File: src/rtl/axis_arb_pkg.sv
// Shared types and helpers for the AXI-Stream arbiter library.
// rr_next is a pure round-robin search; callers fold it into logic with a constant n.
package axis_arb_pkg;

  typedef enum logic {ARB_IDLE, ARB_LOCKED} arb_state_t;

  // Upper bound on requesters the generic search can scan.
  localparam int unsigned ARB_MAX_STREAMS = 32;

  function automatic int unsigned arb_idx_w(input int unsigned n);
    return (n <= 1) ? 1 : $clog2(n);
  endfunction

  // First set req bit after last, wrapping modulo n; returns last%n when none is set.
  function automatic int unsigned rr_next(input logic [ARB_MAX_STREAMS-1:0] req,
                                          input int unsigned last,
                                          input int unsigned n);
    int unsigned idx;
    int unsigned cand;
    logic        hit;
    idx = last % n;
    hit = 1'b0;
    for (int unsigned k = 1; k <= ARB_MAX_STREAMS; k++) begin
      cand = (last + k) % n;
      if (k <= n && !hit && req[cand]) begin
        idx = cand;
        hit = 1'b1;
      end
    end
    return idx;
  endfunction

endpackage

File: src/rtl/rr_priority_select.sv
// Combinational round-robin pick: first requester after 'last', wrapping modulo NUM_STREAMS.
// The previous winner is still eligible when it is the only requester.
module rr_priority_select
  import axis_arb_pkg::*;
#(
  parameter int unsigned NUM_STREAMS = 2,
  parameter int unsigned IDX_W       = arb_idx_w(NUM_STREAMS)
) (
  input  logic [NUM_STREAMS-1:0] req,
  input  logic [IDX_W-1:0]       last,
  output logic                   found,
  output logic [IDX_W-1:0]       idx
);

  logic [ARB_MAX_STREAMS-1:0] req_ext;

  always_comb begin
    req_ext                    = '0;
    req_ext[NUM_STREAMS-1:0]   = req;
    found                      = |req;
    idx                        = IDX_W'(rr_next(req_ext, 32'(last), NUM_STREAMS));
  end

endmodule

File: src/rtl/axis_rr_arbiter.sv
// Packet-level round-robin AXI-Stream arbiter: one bubble to arbitrate, grant held through tlast.
// Define AXIS_ARB_SRC_ID_EN to add axis_o_tid carrying the granted stream index.
module axis_rr_arbiter
  import axis_arb_pkg::*;
#(
  parameter int unsigned AXIS_BYTES     = 1,
  parameter int unsigned AXIS_USER_BITS = 1,
  parameter int unsigned NUM_STREAMS    = 2
) (
  input  logic                                    clk,
  input  logic                                    sresetn,
  input  logic [NUM_STREAMS-1:0]                  axis_i_tvalid,
  output logic [NUM_STREAMS-1:0]                  axis_i_tready,
  input  logic [NUM_STREAMS-1:0]                  axis_i_tlast,
  input  logic [NUM_STREAMS*AXIS_BYTES-1:0]       axis_i_tkeep,
  input  logic [NUM_STREAMS*AXIS_BYTES*8-1:0]     axis_i_tdata,
  input  logic [NUM_STREAMS*AXIS_USER_BITS-1:0]   axis_i_tuser,
  output logic                                    axis_o_tvalid,
  input  logic                                    axis_o_tready,
  output logic                                    axis_o_tlast,
  output logic [AXIS_BYTES-1:0]                   axis_o_tkeep,
  output logic [AXIS_BYTES*8-1:0]                 axis_o_tdata,
  output logic [AXIS_USER_BITS-1:0]               axis_o_tuser
`ifdef AXIS_ARB_SRC_ID_EN
  ,
  output logic [arb_idx_w(NUM_STREAMS)-1:0]       axis_o_tid
`endif
);

  localparam int unsigned IDX_W = arb_idx_w(NUM_STREAMS);
  localparam int unsigned DW    = AXIS_BYTES * 8;

  arb_state_t       state, state_nxt;
  logic [IDX_W-1:0] grant, grant_nxt;
  logic [IDX_W-1:0] last_grant, last_grant_nxt;
  logic             sel_found;
  logic [IDX_W-1:0] sel_idx;
  logic             locked;
  logic             pkt_done;

  rr_priority_select #(
    .NUM_STREAMS (NUM_STREAMS),
    .IDX_W       (IDX_W)
  ) u_sel (
    .req   (axis_i_tvalid),
    .last  (last_grant),
    .found (sel_found),
    .idx   (sel_idx)
  );

  // Gating with sresetn keeps the bus quiet during the reset cycle itself.
  assign locked   = (state == ARB_LOCKED) && sresetn;
  assign pkt_done = axis_o_tvalid && axis_o_tready && axis_o_tlast;

  always_comb begin
    axis_o_tvalid = 1'b0;
    axis_o_tlast  = 1'b0;
    axis_o_tkeep  = '0;
    axis_o_tdata  = '0;
    axis_o_tuser  = '0;
    axis_i_tready = '0;
    if (locked) begin
      axis_o_tvalid        = axis_i_tvalid[grant];
      axis_o_tlast         = axis_i_tlast[grant];
      axis_o_tkeep         = axis_i_tkeep[int'(grant)*AXIS_BYTES +: AXIS_BYTES];
      axis_o_tdata         = axis_i_tdata[int'(grant)*DW +: DW];
      axis_o_tuser         = axis_i_tuser[int'(grant)*AXIS_USER_BITS +: AXIS_USER_BITS];
      axis_i_tready[grant] = axis_o_tready;
    end
  end

`ifdef AXIS_ARB_SRC_ID_EN
  assign axis_o_tid = axis_o_tvalid ? grant : '0;
`endif

  always_comb begin
    state_nxt      = state;
    grant_nxt      = grant;
    last_grant_nxt = last_grant;
    if (state == ARB_IDLE) begin
      if (sel_found) begin
        grant_nxt = sel_idx;
        state_nxt = ARB_LOCKED;
      end
    end else if (pkt_done) begin
      last_grant_nxt = grant;
      state_nxt      = ARB_IDLE;
    end
  end

  always_ff @(posedge clk) begin
    if (!sresetn) begin
      state      <= ARB_IDLE;
      grant      <= '0;
      last_grant <= IDX_W'(NUM_STREAMS - 1);
    end else begin
      state      <= state_nxt;
      grant      <= grant_nxt;
      last_grant <= last_grant_nxt;
    end
  end

endmodule

File: config.mk
export PLATFORM = sky130hd
export DESIGN_NAME = axis_rr_arbiter
export DESIGN_NICKNAME = d
export VERILOG_FILES = /design/src/rtl/axis_arb_pkg.sv /design/src/rtl/rr_priority_select.sv /design/src/rtl/axis_rr_arbiter.sv
export SDC_FILE = /design/constraint.sdc
export NUM_CORES = 1
export LEC_CHECK = 0
export ABC_AREA = 0
export CAP_MARGIN = 20
export CORE_UTILIZATION = 24
export DETAILED_ROUTE_END_ITERATION = 10
export PLACE_DENSITY_LB_ADDON = 0.05
export SYNTH_ARGS = -nofsm -noshare
export SYNTH_HDL_FRONTEND = slang
export SYNTH_SLANG_ARGS = --single-unit
File: constraint.sdc
create_clock -name clk -period 0.9 [get_ports clk]
set_input_delay 0.135 -clock clk [delete_from_list [all_inputs] [get_ports clk]]
set_output_delay 0.135 -clock clk [all_outputs]
set_load 0.05 [all_outputs]
==> Word level (Yosys, flattened, before mapping) <==
Cells that the tools add are included.
W data, S select, Z words.
{ "totals": {"in_bits": 27, "wordCells": 45, "out_inout_bits": 14, "reg_bits": 3} }
{ "classes": {"muxes": 22, "order_cmp": 4, "bitwise": 2, "shifts": 3, "n_addsub": 2, "n_reduce_logical": 9} }
{ "op_table": {"columns": ["op", "count"], "rows": [
  ["$mux W1", 19],
  ["$shiftx A16 B5 Y8", 1],
  ["$lt A1 B6 Y1 const B", 2],
  ["$mux W8", 1],
  ["$logic_and A1 B1 Y1", 5],
  ["$reduce_and A2 Y1", 2],
  ["$shiftx A2 B2 Y1", 2],
  ["$add A1 B1 Y1 const B", 2],
  ["$and A2 B2 Y2", 1],
  ["$lt A1 B2 Y1 const B", 1],
  ["$mux W2", 1],
  ["$reduce_or A2 Y1", 1],
  ["$demux W1 S1", 1],
  ["$ge A1 B1 Y1 const B", 1],
  ["$logic_not A1 Y1", 1],
  ["$not A1 Y1", 1]
]} }

==> Longest topological paths before layout <==
{ "depth": {"word_depth": 7, "ltp_mapped": 4, "depth_no_buf": 3} }

==> Cells and area by module <==
From an unflattened synthesis, not the netlist that was laid out.
{ "unflattened": {"cells_unflattened": 47, "area_unflattened_um2": 352.8} }
{ "modules_own_cells": {"columns": ["mod", "seq_area_each_um2", "n_inst", "cells_per_inst", "area_per_inst_um2"], "rows": [
  ["axis_rr_arbiter", 60.1, 1, 44, 332.8],
  ["rr_priority_select", 0.0, 1, 3, 20.0]
]} }

==> Worst setup path after synthesis <==
OpenSTA, ideal clock, no wires.
{ "synth_path": {"kind": "register to output", "start": "register grant", "end": "output port axis_o_tdata[0]", "n_path_buf": 2, "t_required_ns": 0.765, "path_stages_with_launch": 5, "t_arrival_ns": 1.316, "setup_slack_ns": -0.551, "cell_sequence": "dfxtp_1 -> buf_6 -> buf_12 -> mux2i_1 -> nor2_1"} }
{ "synth_between": {"elab_chain_cells": 2} }
{ "synth_rtl": {"columns": ["item", "line", "rtl"], "rows": [
  ["from (decl)", "axis_rr_arbiter.sv:34", "logic [IDX_W-1:0] grant, grant_nxt;"],
  ["from (signal assigned)", "axis_rr_arbiter.sv:98", "grant <= grant_nxt;"],
  ["$shiftx A16 B5 Y8", "axis_rr_arbiter.sv:66", "axis_o_tdata = axis_i_tdata[int'(grant)*DW +: DW];"],
  ["$mux W8", "axis_rr_arbiter.sv:62", "if (locked) begin"],
  ["to (decl)", "axis_rr_arbiter.sv:22", "output logic [AXIS_BYTES*8-1:0] axis_o_tdata,"]
]} }
No other way between the ends.

==> Worst setup path after layout <==
{ "layout_path": {"start": "register grant", "end": "output port axis_o_tuser"} }
{ "layout_between": {"elab_chain_cells": 2} }
{ "layout_rtl": {"columns": ["item", "line", "rtl"], "rows": [
  ["$shiftx A2 B2 Y1", "axis_rr_arbiter.sv:67", "axis_o_tuser = axis_i_tuser[int'(grant)*AXIS_USER_BITS +: AXIS_USER_BITS];"],
  ["$mux W1", "axis_rr_arbiter.sv:62", null],
  ["to (decl)", "axis_rr_arbiter.sv:23", "output logic [AXIS_USER_BITS-1:0] axis_o_tuser"]
]} }
No other way between the ends.

==> results.sh <==
export IMPL_ant_nets=0
export IMPL_fin_crit_ns=1.47
export IMPL_core_sq_um=1380
export IMPL_r2r_start="grant$_SDFFE_PN0P_"
export IMPL_track_usage=0.274
export IMPL_cpMostUsedCell="buf_12"
export IMPL_h_tree_depth=1
export IMPL_critical_path_class="reg2out"
export IMPL_final_hold_violation_count=0
export IMPL_cts_buffer_depth=2
export IMPL_synth_cell_types=18
export IMPL_powerDensity_nw_per_um2=855
export IMPL_min_period_over_period=1.63
export IMPL_cts_buffers=3
export IMPL_vdd_drop_max_v=0.000736
export IMPL_clock_skew_final_ns=0.000903
export IMPL_setup_ws_ns=-0.566
export IMPL_initialDrtViolationCount=22
export IMPL_root_buffer="clkbuf_4"
export IMPL_num_rows=13
export IMPL_crit_fanout=8
export IMPL_synthTopCellsByArea="mux2i_1 32%, dfxtp_1 16%, nor2_1 15%"
export IMPL_worstPathArrival_ns=1.33
export IMPL_insertion_delay_ns=0.24
export IMPL_place_inst=107
export IMPL_max_stage_delay_ns=0.38
export IMPL_syn_to_final_growth_pct=250
export IMPL_grt_first_pass_wirelength_um=3420
export IMPL_slew_viol_final=0
export IMPL_cts_tree="yes"
export IMPL_synth_top_area_frac=0.320
export IMPL_syn_area_sq_um=375
export IMPL_dieArea_sq_um=1730
export IMPL_min_path_type="in2reg"
export IMPL_required_ns=0.76
export IMPL_tightest_slew_ns=0.321
export IMPL_violations="negative setup slack"
export IMPL_min_path_cells=3
export IMPL_min_to="last_grant$_SDFFE_PN1P_"
export IMPL_reg2reg_depth=5
export IMPL_first_global_vias=669
export IMPL_initial_core_util=0.271
export IMPL_max_freq_mhz=682
export IMPL_fin_area_sq_um=1310
export IMPL_path_clk_slew_ns=0.04
export IMPL_fillers=33
export IMPL_start_kind="flop"
export IMPL_die_w_um=41.5
export IMPL_crit_chain="buf_12, mux2i_2, nor2_4, buf_12"
export IMPL_status="complete, but fails checks"
export IMPL_die_y_um=41.5
export IMPL_portBuffers=40
export IMPL_drc=0
export IMPL_multiInputGateArea_sq_um=543
export IMPL_seqCellArea_sq_um=67.6
export IMPL_maxCapViolations=0
export IMPL_clock_sinks=3
export IMPL_slew_headroom=0.786
export IMPL_end_kind="output port"
export IMPL_via_per_inst=5.19
export IMPL_grt_max_degree=13
export IMPL_drive_gt1_frac=0.622
export IMPL_grt_setup_unrepaired="true"
export IMPL_place_hpwl_um=1300
export IMPL_nets=126
export IMPL_reg2reg_to="state$_SDFF_PN0_"
export IMPL_yosys_area_top_type="mux2i_1"
export IMPL_antenna_found_initial=0
export IMPL_slowest_stage="dfxtp_4"
export IMPL_leakage_nw=0.437
export IMPL_postPlaceCellArea_sq_um=1070
export IMPL_drt_first_pass_iters=4
export IMPL_synth_nets=76
export IMPL_syn_inst=49
export IMPL_hold_buffers=0
export IMPL_final_cells=113
export IMPL_worst_r2r_setup_slack_ns=-0.31
export IMPL_holdCritStartpoint="axis_i_tvalid[0]"
export IMPL_finalSetupViolCount=17
export IMPL_wl_um=2320
export IMPL_post_drt_wl_per_cell_um=20.5
export IMPL_ys_seq_area_frac=0.160
export IMPL_gp_congestion=0.802
export IMPL_ys_seq_elements=3
export IMPL_ios=41
export IMPL_synth_warnings=0
export IMPL_vias=586
export IMPL_avgSynthCellArea_sq_um=7.66
export IMPL_grt_overflow=0
export IMPL_diodes=0
==> final cells by class <==
class,instances,share of cell area
inverter,3,0.0105
tap,15,0.0143
sequential,3,0.0514
timing repair buffer,48,0.490
clock buffer,4,0.0200
multi-input combinational,40,0.413
==> power by group <==
group | switching, mW | internal [mW] | leakage, nW
sequential | 0.0170 | 0.141 | 0.0259
clock | 0.0807 | 0.167 | 0.0150
combinational | 0.343 | 0.375 | 0.396
total | 0.440 | 0.683 | 0.437
==> cell usage in the layout (no fill, tap or decap), drive strengths merged <==
| master | netlist | layout |
|---|---|---|
| dfxtp | 3 | 3 |
| clkbuf | 0 | 4 |
| clkdlybuf4s50 | 0 | 23 |
| a21oi | 2 | 2 |
| dlygate4sd2 | 0 | 3 |
| nor2 | 15 | 15 |
| buf | 3 | 22 |
| nand3 | 2 | 2 |
| inv | 3 | 3 |
| o32a | 1 | 1 |
| mux2i | 12 | 12 |
| nand2 | 3 | 3 |
| nand3b | 2 | 2 |
| o21ai | 1 | 1 |
| nor3 | 2 | 2 |
==> worst max-delay path, delay by kind of cell, from the launching register on <==
| kind | cells | cell delay, ns |
|---|---|---|
| flip-flops | 1 | 0.38 |
| buffers and inverters | 2 | 0.32 |
| multiplexers | 1 | 0.32 |
| AND/OR/NAND/NOR | 1 | 0.08 |
==> cells in the mapped netlist <==
library cell / count
nor2_1: 15
mux2i_1: 12
dfxtp_1: 3
inv_1: 3
nand2_1: 2
nand3b_1: 2
a21oi_1: 1
a21oi_2: 1
buf_12: 1
buf_2: 1
buf_6: 1
nand2_2: 1
nand3_1: 1
nand3_2: 1
nor3_1: 1
nor3_2: 1
o21ai_2: 1
o32a_1: 1
==> kinds of logic after synthesis <==
family | Yosys count | share of synthesized area
and+or+nand+nor | 24 | 0.307
muxes | 12 | 0.320
buffers and inverters | 6 | 0.127
AOI/OAI and AO/OA | 4 | 0.0867
DFF | 3 | 0.160
==> sequential cells by signal, summed over array words and instances, names as in the netlist <==
| name | count |
|---|---|
| grant | 1 |
| state | 1 |
| last_grant | 1 |
==> routing by layer <==
metal	up-vias	track usage	part of all wire
met5	-	0	0
met4	0	0.0968	0.016
met3	4	0.0783	0.063
met2	44	0.494	0.53
met1	269	0.301	0.39
li1	269	-	-
==> worst max path at each step <==
stage / startpoint / to / depth (start not counted)
after floorplan: grant$_SDFFE_PN0P_ / axis_o_tdata[0] / 4
after global placement: sresetn / axis_o_tdata[7] / 4
after detailed placement: sresetn / axis_o_tkeep / 4
after CTS: grant$_SDFFE_PN0P_ / axis_o_tkeep / 4
after global routing: grant$_SDFFE_PN0P_ / axis_o_tuser / 4
final: grant$_SDFFE_PN0P_ / axis_o_tuser / 4
==> repair_timing <==
item | CTS | global route
setup endpoints to repair | 17 | 17
setup buffers | 1 | 0
cloned | 1 | 0
gates resized for setup | 36 | 2
pin swaps | 6 | 7
==> per-stage QoR <==
step                utilization  setup WS, ns  setup TNS, ns  power (mW)  hold slack [ns]
finish                    0.950        -0.566          -7.27        1.12            0.522
detailed placement        0.777        -0.535          -7.95       0.715            0.532
global route              0.950        -0.616          -7.93        1.18            0.556
floorplan                     -        -0.239          -2.34       0.439            0.297
global placement          0.777        -0.494          -7.41       0.704            0.497
CTS                       0.938        -0.513          -7.12        1.09            0.489
Note: power is estimated with default switching activity, not from simulation.
